[config.mk]
export PLATFORM = sky130hd
export DESIGN_NAME = fc_frame_stack
export DESIGN_NICKNAME = d
export VERILOG_FILES = /design/src/rtl/fc_frame_stack.sv
export SDC_FILE = /design/constraint.sdc
export NUM_CORES = 2
export LEC_CHECK = 0
export ABC_CLOCK_PERIOD_IN_PS = 50800
export BUFFER_PORTS_ARGS = -buffer_cell sky130_fd_sc_hd__buf_2
export CORE_MARGIN = 5
export CORE_UTILIZATION = 34
export DETAILED_ROUTE_END_ITERATION = 10
export SLEW_MARGIN = 20
export SYNTH_ARGS = -nofsm -noshare
export SYNTH_HDL_FRONTEND = slang
export SYNTH_SLANG_ARGS = --single-unit
[constraint.sdc]
create_clock -name clk -period 50.8 [get_ports clk]
set_input_delay 10.16 -clock clk [delete_from_list [all_inputs] [get_ports clk]]
set_output_delay 10.16 -clock clk [all_outputs]
set_load 0.02 [all_outputs]
[src/rtl/fc_frame_stack.sv]
`default_nettype none
// fc_frame_stack: LIFO call-frame stack, serialising NWORDS x 16-bit frames through a word RAM.
// Optional high-water-mark counter enabled by macro FC_FRAME_STACK_HWM_EN. Rev 1.0
module fc_frame_stack #(
  parameter int DEPTH  = 8,
  parameter int NWORDS = 15,
  localparam int DW    = $clog2(DEPTH + 1)
) (
  input  logic                  clk,
  input  logic                  reset,
  input  logic                  call,
  input  logic                  ret,
  input  logic [16*NWORDS-1:0]  fcOut_in,
  output logic [16*NWORDS-1:0]  fcIn_out,
  output logic                  restore,
  output logic                  busy,
  output logic                  done,
  output logic                  overflow,
  output logic                  underflow,
  output logic [DW-1:0]         depth,
  output logic [DW-1:0]         hwm
);
  localparam int FW = 16 * NWORDS;
  localparam int AW = $clog2(DEPTH * NWORDS);
  localparam int KW = $clog2(NWORDS);
  localparam logic [KW-1:0] K_LAST = KW'(NWORDS - 1);

  localparam logic [1:0] S_IDLE    = 2'd0;
  localparam logic [1:0] S_PUSH    = 2'd1;
  localparam logic [1:0] S_POP_RD  = 2'd2;
  localparam logic [1:0] S_POP_FIN = 2'd3;

  logic [1:0]    r_state;
  logic [KW-1:0] r_k;
  logic [DW-1:0] r_depth;
  logic [FW-1:0] r_shift;
  logic [FW-1:0] r_asm;
  logic [FW-1:0] r_fcin;
  logic          r_restore, r_done, r_ovf, r_unf;
  logic [15:0]   r_mem [DEPTH*NWORDS];
  logic [15:0]   r_rdata;

  logic [DW-1:0] w_frame;
  logic [AW-1:0] w_addr;
  logic [DW-1:0] w_depth_inc;
  logic          w_push_last;

  // A push targets the next free frame; a pop reads the top occupied one.
  assign w_frame     = (r_state == S_PUSH) ? r_depth : r_depth - DW'(1);
  assign w_addr      = AW'(w_frame) * AW'(NWORDS) + AW'(r_k);
  assign w_depth_inc = r_depth + DW'(1);
  assign w_push_last = (r_state == S_PUSH) && (r_k == K_LAST);

  always_ff @(posedge clk) begin
    if (r_state == S_PUSH)
      r_mem[w_addr] <= r_shift[15:0];
    if (r_state == S_POP_RD)
      r_rdata <= r_mem[w_addr];
  end

  always_ff @(posedge clk or posedge reset) begin
    if (reset) begin
      r_state   <= S_IDLE;
      r_k       <= '0;
      r_depth   <= '0;
      r_shift   <= '0;
      r_asm     <= '0;
      r_fcin    <= '0;
      r_restore <= 1'b0;
      r_done    <= 1'b0;
      r_ovf     <= 1'b0;
      r_unf     <= 1'b0;
    end else begin
      r_restore <= 1'b0;
      r_done    <= 1'b0;
      r_ovf     <= 1'b0;
      r_unf     <= 1'b0;
      case (r_state)
        S_IDLE: begin
          if (call) begin
            if (r_depth != DW'(DEPTH)) begin
              r_shift <= fcOut_in;
              r_k     <= '0;
              r_state <= S_PUSH;
            end else begin
              r_ovf <= 1'b1;
            end
          end else if (ret) begin
            if (r_depth != '0) begin
              r_k     <= '0;
              r_state <= S_POP_RD;
            end else begin
              r_unf <= 1'b1;
            end
          end
        end
        S_PUSH: begin
          r_shift <= {16'h0000, r_shift[FW-1:16]};
          r_k     <= r_k + KW'(1);
          if (w_push_last) begin
            r_depth <= w_depth_inc;
            r_done  <= 1'b1;
            r_state <= S_IDLE;
          end
        end
        S_POP_RD: begin
          r_k <= r_k + KW'(1);
          // Read data lags the address by one cycle, so slot k-1 fills while k is issued.
          if (r_k != '0)
            r_asm <= {r_rdata, r_asm[FW-1:16]};
          if (r_k == K_LAST)
            r_state <= S_POP_FIN;
        end
        S_POP_FIN: begin
          r_fcin    <= {r_rdata, r_asm[FW-1:16]};
          r_depth   <= r_depth - DW'(1);
          r_restore <= 1'b1;
          r_done    <= 1'b1;
          r_state   <= S_IDLE;
        end
        default: r_state <= S_IDLE;
      endcase
    end
  end

`ifdef FC_FRAME_STACK_HWM_EN
  logic [DW-1:0] r_hwm;
  always_ff @(posedge clk or posedge reset) begin
    if (reset)
      r_hwm <= '0;
    else if (w_push_last && (w_depth_inc > r_hwm))
      r_hwm <= w_depth_inc;
  end
  assign hwm = r_hwm;
`else
  assign hwm = '0;
`endif

  assign fcIn_out  = r_fcin;
  assign restore   = r_restore;
  assign busy      = (r_state != S_IDLE);
  assign done      = r_done;
  assign overflow  = r_ovf;
  assign underflow = r_unf;
  assign depth     = r_depth;

endmodule
`default_nettype wire
==> summary.txt <==
Timing
  • Setup_tns: 0 ns
  • Crit share post-route: 0.246
  • Slew margin rel.: 0.163
  • Slew Limit Fails: 0
  • PnR worst setup slack: 38.29 ns
  • Tmin final: 12.51 ns
  • RSZ-0062 raised after global routing: no
  • Worst-margin pin slew: 1.25 ns
  • Hold WS: 0.480 ns
  • Fin Clk Skew: 0.0686 ns
  • Setup violators final: 0
  • Max Clock Freq: 0.0799 GHz
  • Final hold violations: 0

Cells and area
  • Layout area overhead: 16.2%
  • Share of post-route cells with drive strength above 1: 0.290
  • Final cell count without fillers: 11174
  • NumNets Final: 7125

Outcome
  • Status: finished clean

Drt
  • Initial DRC Count: 8211
  • Vias: 62122
  • Remaining DRCs: 0
  • Drt pass-1 iters: 6
  • Drt total wl: 327000 um
  • Antenna-violating nets left: 0
  • Routed len/inst: 29.3 um
  • Vias/cell: 5.56

Die
  • Row count: 203
  • I/O pins: 497
  • Die ar.: 318000 um2
  • Starting Density: 0.341
  • Core box area: 306000 um2
  • Die width: 564 um
  • Die height: 564 um

Placement
  • DP Worst Slack: 37.05 ns
  • Number of cells after detailed placement: 10665
  • Port Buffer Count: 492
  • RePlAce Congestion: 0.862
  • DP HPWL: 199000 um

Clocking
  • CTS Buf Count: 285
  • Post-CTS resize count: 0
  • Clock transition at path regs: 0.06 ns
  • CTS tree: built
  • Root buffer cell: clkbuf_16
  • Worst-Skew Late Latency: 0.96 ns
  • CTS max path bufs: 4
  • Postcts setup bufs: 0
  • # hold bufs at CTS: 0
  • Clock Sinks: 2654
  • CTS H-tree depth: 5

Critical path
  • CP Cell Sequence: buf_2 -> nand3_1 -> a21boi_4 -> buf_4 -> buf_4 -> buf_12 -> o21ai_0
  • Reg-to-reg endpoint: r_rdata[6]
  • Worst setup SP type: input port
  • Top cell by count, worst path: buf_4
  • Worst path max stage delay: 0.89 ns
  • Worst setup path start: call
  • Crit path required time: 51.53 ns
  • CP Max Fanout: 278
  • R2R cell count: 21
  • Kind of critical path: in -> reg
  • CP max stage cell: buf_4
  • Worst Setup EP: r_shift[182]
  • CP endpoint kind: flop
  • Crit path DAT: 13.24 ns
  • RR Startpoint: r_state[1]
  • Worst reg2reg setup slack: 41.41 ns

Global route
  • Largest net degree at the start of global routing: 279
  • Overflow after GRT: 0
  • Initial antenna violation count: 35
  • First-pass GRT wire length: 461000 um
  • Total track usage: 0.199
  • Vias in the first global route: 60719

Yosys
  • Ys Warns: 0
  • Post-synth EDFFs: 1936
  • Synth Area in Adders: 0.00384
  • Largest family of logic cells by synthesized area: multiplexers
  • XOR/XNOR Fraction of Synth Area: 0.00170
  • Yosys reg bits: 2654
  • Synthesized area: 104000 um2
  • Post-synthesis simple-gate area fraction: 0.0316
  • Mapped Cells: 6242
  • Syn avg cell area: 16.7 um2
  • Main synth FF type: edfxtp_1
  • Post-synthesis sequential area ratio: 0.730
  • Async set-reset flop share out of synthesis: 0.271
  • Synth unique cells: 83
  • Post-synthesis mux area share: 0.136
  • Complex-gate fraction of the synthesized area: 0.0754

Job
  • Total of max-cap violations: 0

Min path
  • Worst hold path class: reg -> reg
## metal layers
metal | routed length [um] | share of wire | up-vias | track usage
li1 | - | - | 25746 | -
met1 | 130000 | 0.40 | 32155 | 0.272
met2 | 148000 | 0.45 | 3592 | 0.304
met3 | 35700 | 0.11 | 619 | 0.0508
met4 | 13700 | 0.042 | 10 | 0.0787
met5 | 62 | 0.00019 | - | 0
## sequential cells by signal, summed over array words and instances, names as in the netlist
signal	cells
r_asm	224
fcIn_out	240
r_mem	1920
depth	4
overflow	1
r_shift	240
r_state	2
r_k	4
restore	1
done	1
r_rdata	16
underflow	1
## logic make-up (layout without fill, tap and decap cells)
kind of cell,count (synthesis),in the layout
adders and majority gates,29,29
other,1,27
muxes,1177,1177
DFF,2654,2654
xor gates and xnor gates,16,16
AOI/OAI and AO/OA,1145,1145
buffers and inverters,457,1263
and+or+nand+nor,763,763
## cells in the final DEF (no fill, tap or decap), types with 13 or more instances in the layout
master and count:
nor3_2 80, a221oi_1 214, a22oi_1 106, a21oi_1 141, edfxtp_1 1936, dfrtp_4 16
nand2_1 370, clkbuf_16 294, buf_2 492, mux2_2 638, buf_4 250, nor3_1 30
mux2i_1 407, a221o_1 41, a22o_1 41, o21ai_0 366, ha_1 20, nand3_1 25
o221ai_1 33, dfrtp_1 702, o211ai_1 24, o22ai_1 37, a31oi_1 19, mux4_2 130
diode_2 23, clkinv_2 38, inv_1 23, a211oi_1 21, clkbuf_8 13, clkinv_1 52
nor2_1 169, clkbuf_1 70
## critical path: cells and delay by family
kind	cells	cell delay, ns
buf+inv	4	2.17
compound gates	2	0.43
simple gates	1	0.12
## through the flow
step	utilization	area, um2
after global routing	0.397	121000
after detailed placement	0.368	113000
after CTS	0.396	121000
after floorplan	-	104000
final	0.397	121000
after global placement	0.368	113000
## synth_stat cells (5+ instances only)
cell	instances	area, um2
edfxtp_1	1936	58100
dfrtp_1	718	18000
mux2_2	638	7180
mux2i_1	408	4080
nand2_1	375	1410
o21ai_0	366	1830
a221oi_1	214	1870
clkbuf_1	191	717
nor2_1	177	664
buf_2	152	761
a21oi_1	141	706
mux4_2	130	2930
nor3_1	110	551
a22oi_1	106	796
buf_4	49	368
a221o_1	41	410
a22o_1	41	359
o22ai_1	37	231
o221ai_1	33	289
inv_1	26	97.6
nand3_1	25	125
ha_1	24	300
o211ai_1	24	180
buf_1	22	82.6
a211oi_1	21	158
a31oi_1	19	119
buf_6	15	169
nand4_1	12	75.1
a2111oi_0	11	96.3
a311oi_1	11	96.3
o2bb2ai_1	11	96.3
and3_1	10	62.6
xnor2_1	9	78.8
nor2b_1	8	50.1
nor4_1	7	43.8
a222oi_1	6	60.1
a32o_1	6	60.1
a21o_1	5	37.5
a32oi_1	5	43.8
fa_1	5	100
or3_1	5	31.3
## cell type report
type / instances / area [um2]
Fill cell: 27714 / 184000
Sequential cell: 2654 / 76200
Multi-Input combinational cell: 3134 / 26700
Clock buffer: 377 / 7800
Tap cell: 4100 / 5130
Timing Repair Buffer: 749 / 4470
Clock inverter: 109 / 782
Inverter: 28 / 125
Antenna cell: 23 / 57.6
## worst min path at each step
stage | cells after the start | from | slack (ns) | to
finish | 2 | r_shift[68] | 0.48 | r_shift[68]
floorplan | 2 | r_shift[100] | 0.45 | r_shift[100]
global route | 2 | r_shift[132] | 0.50 | r_shift[132]
CTS | 2 | r_shift[33] | 0.48 | r_shift[33]
global placement | 2 | r_shift[67] | 0.46 | r_shift[67]
detailed placement | 2 | r_shift[33] | 0.47 | r_shift[33]
Power is left out: the tool's default activity adds up to more than one toggle a clock period on the data nets, which glitch-free logic cannot reach.
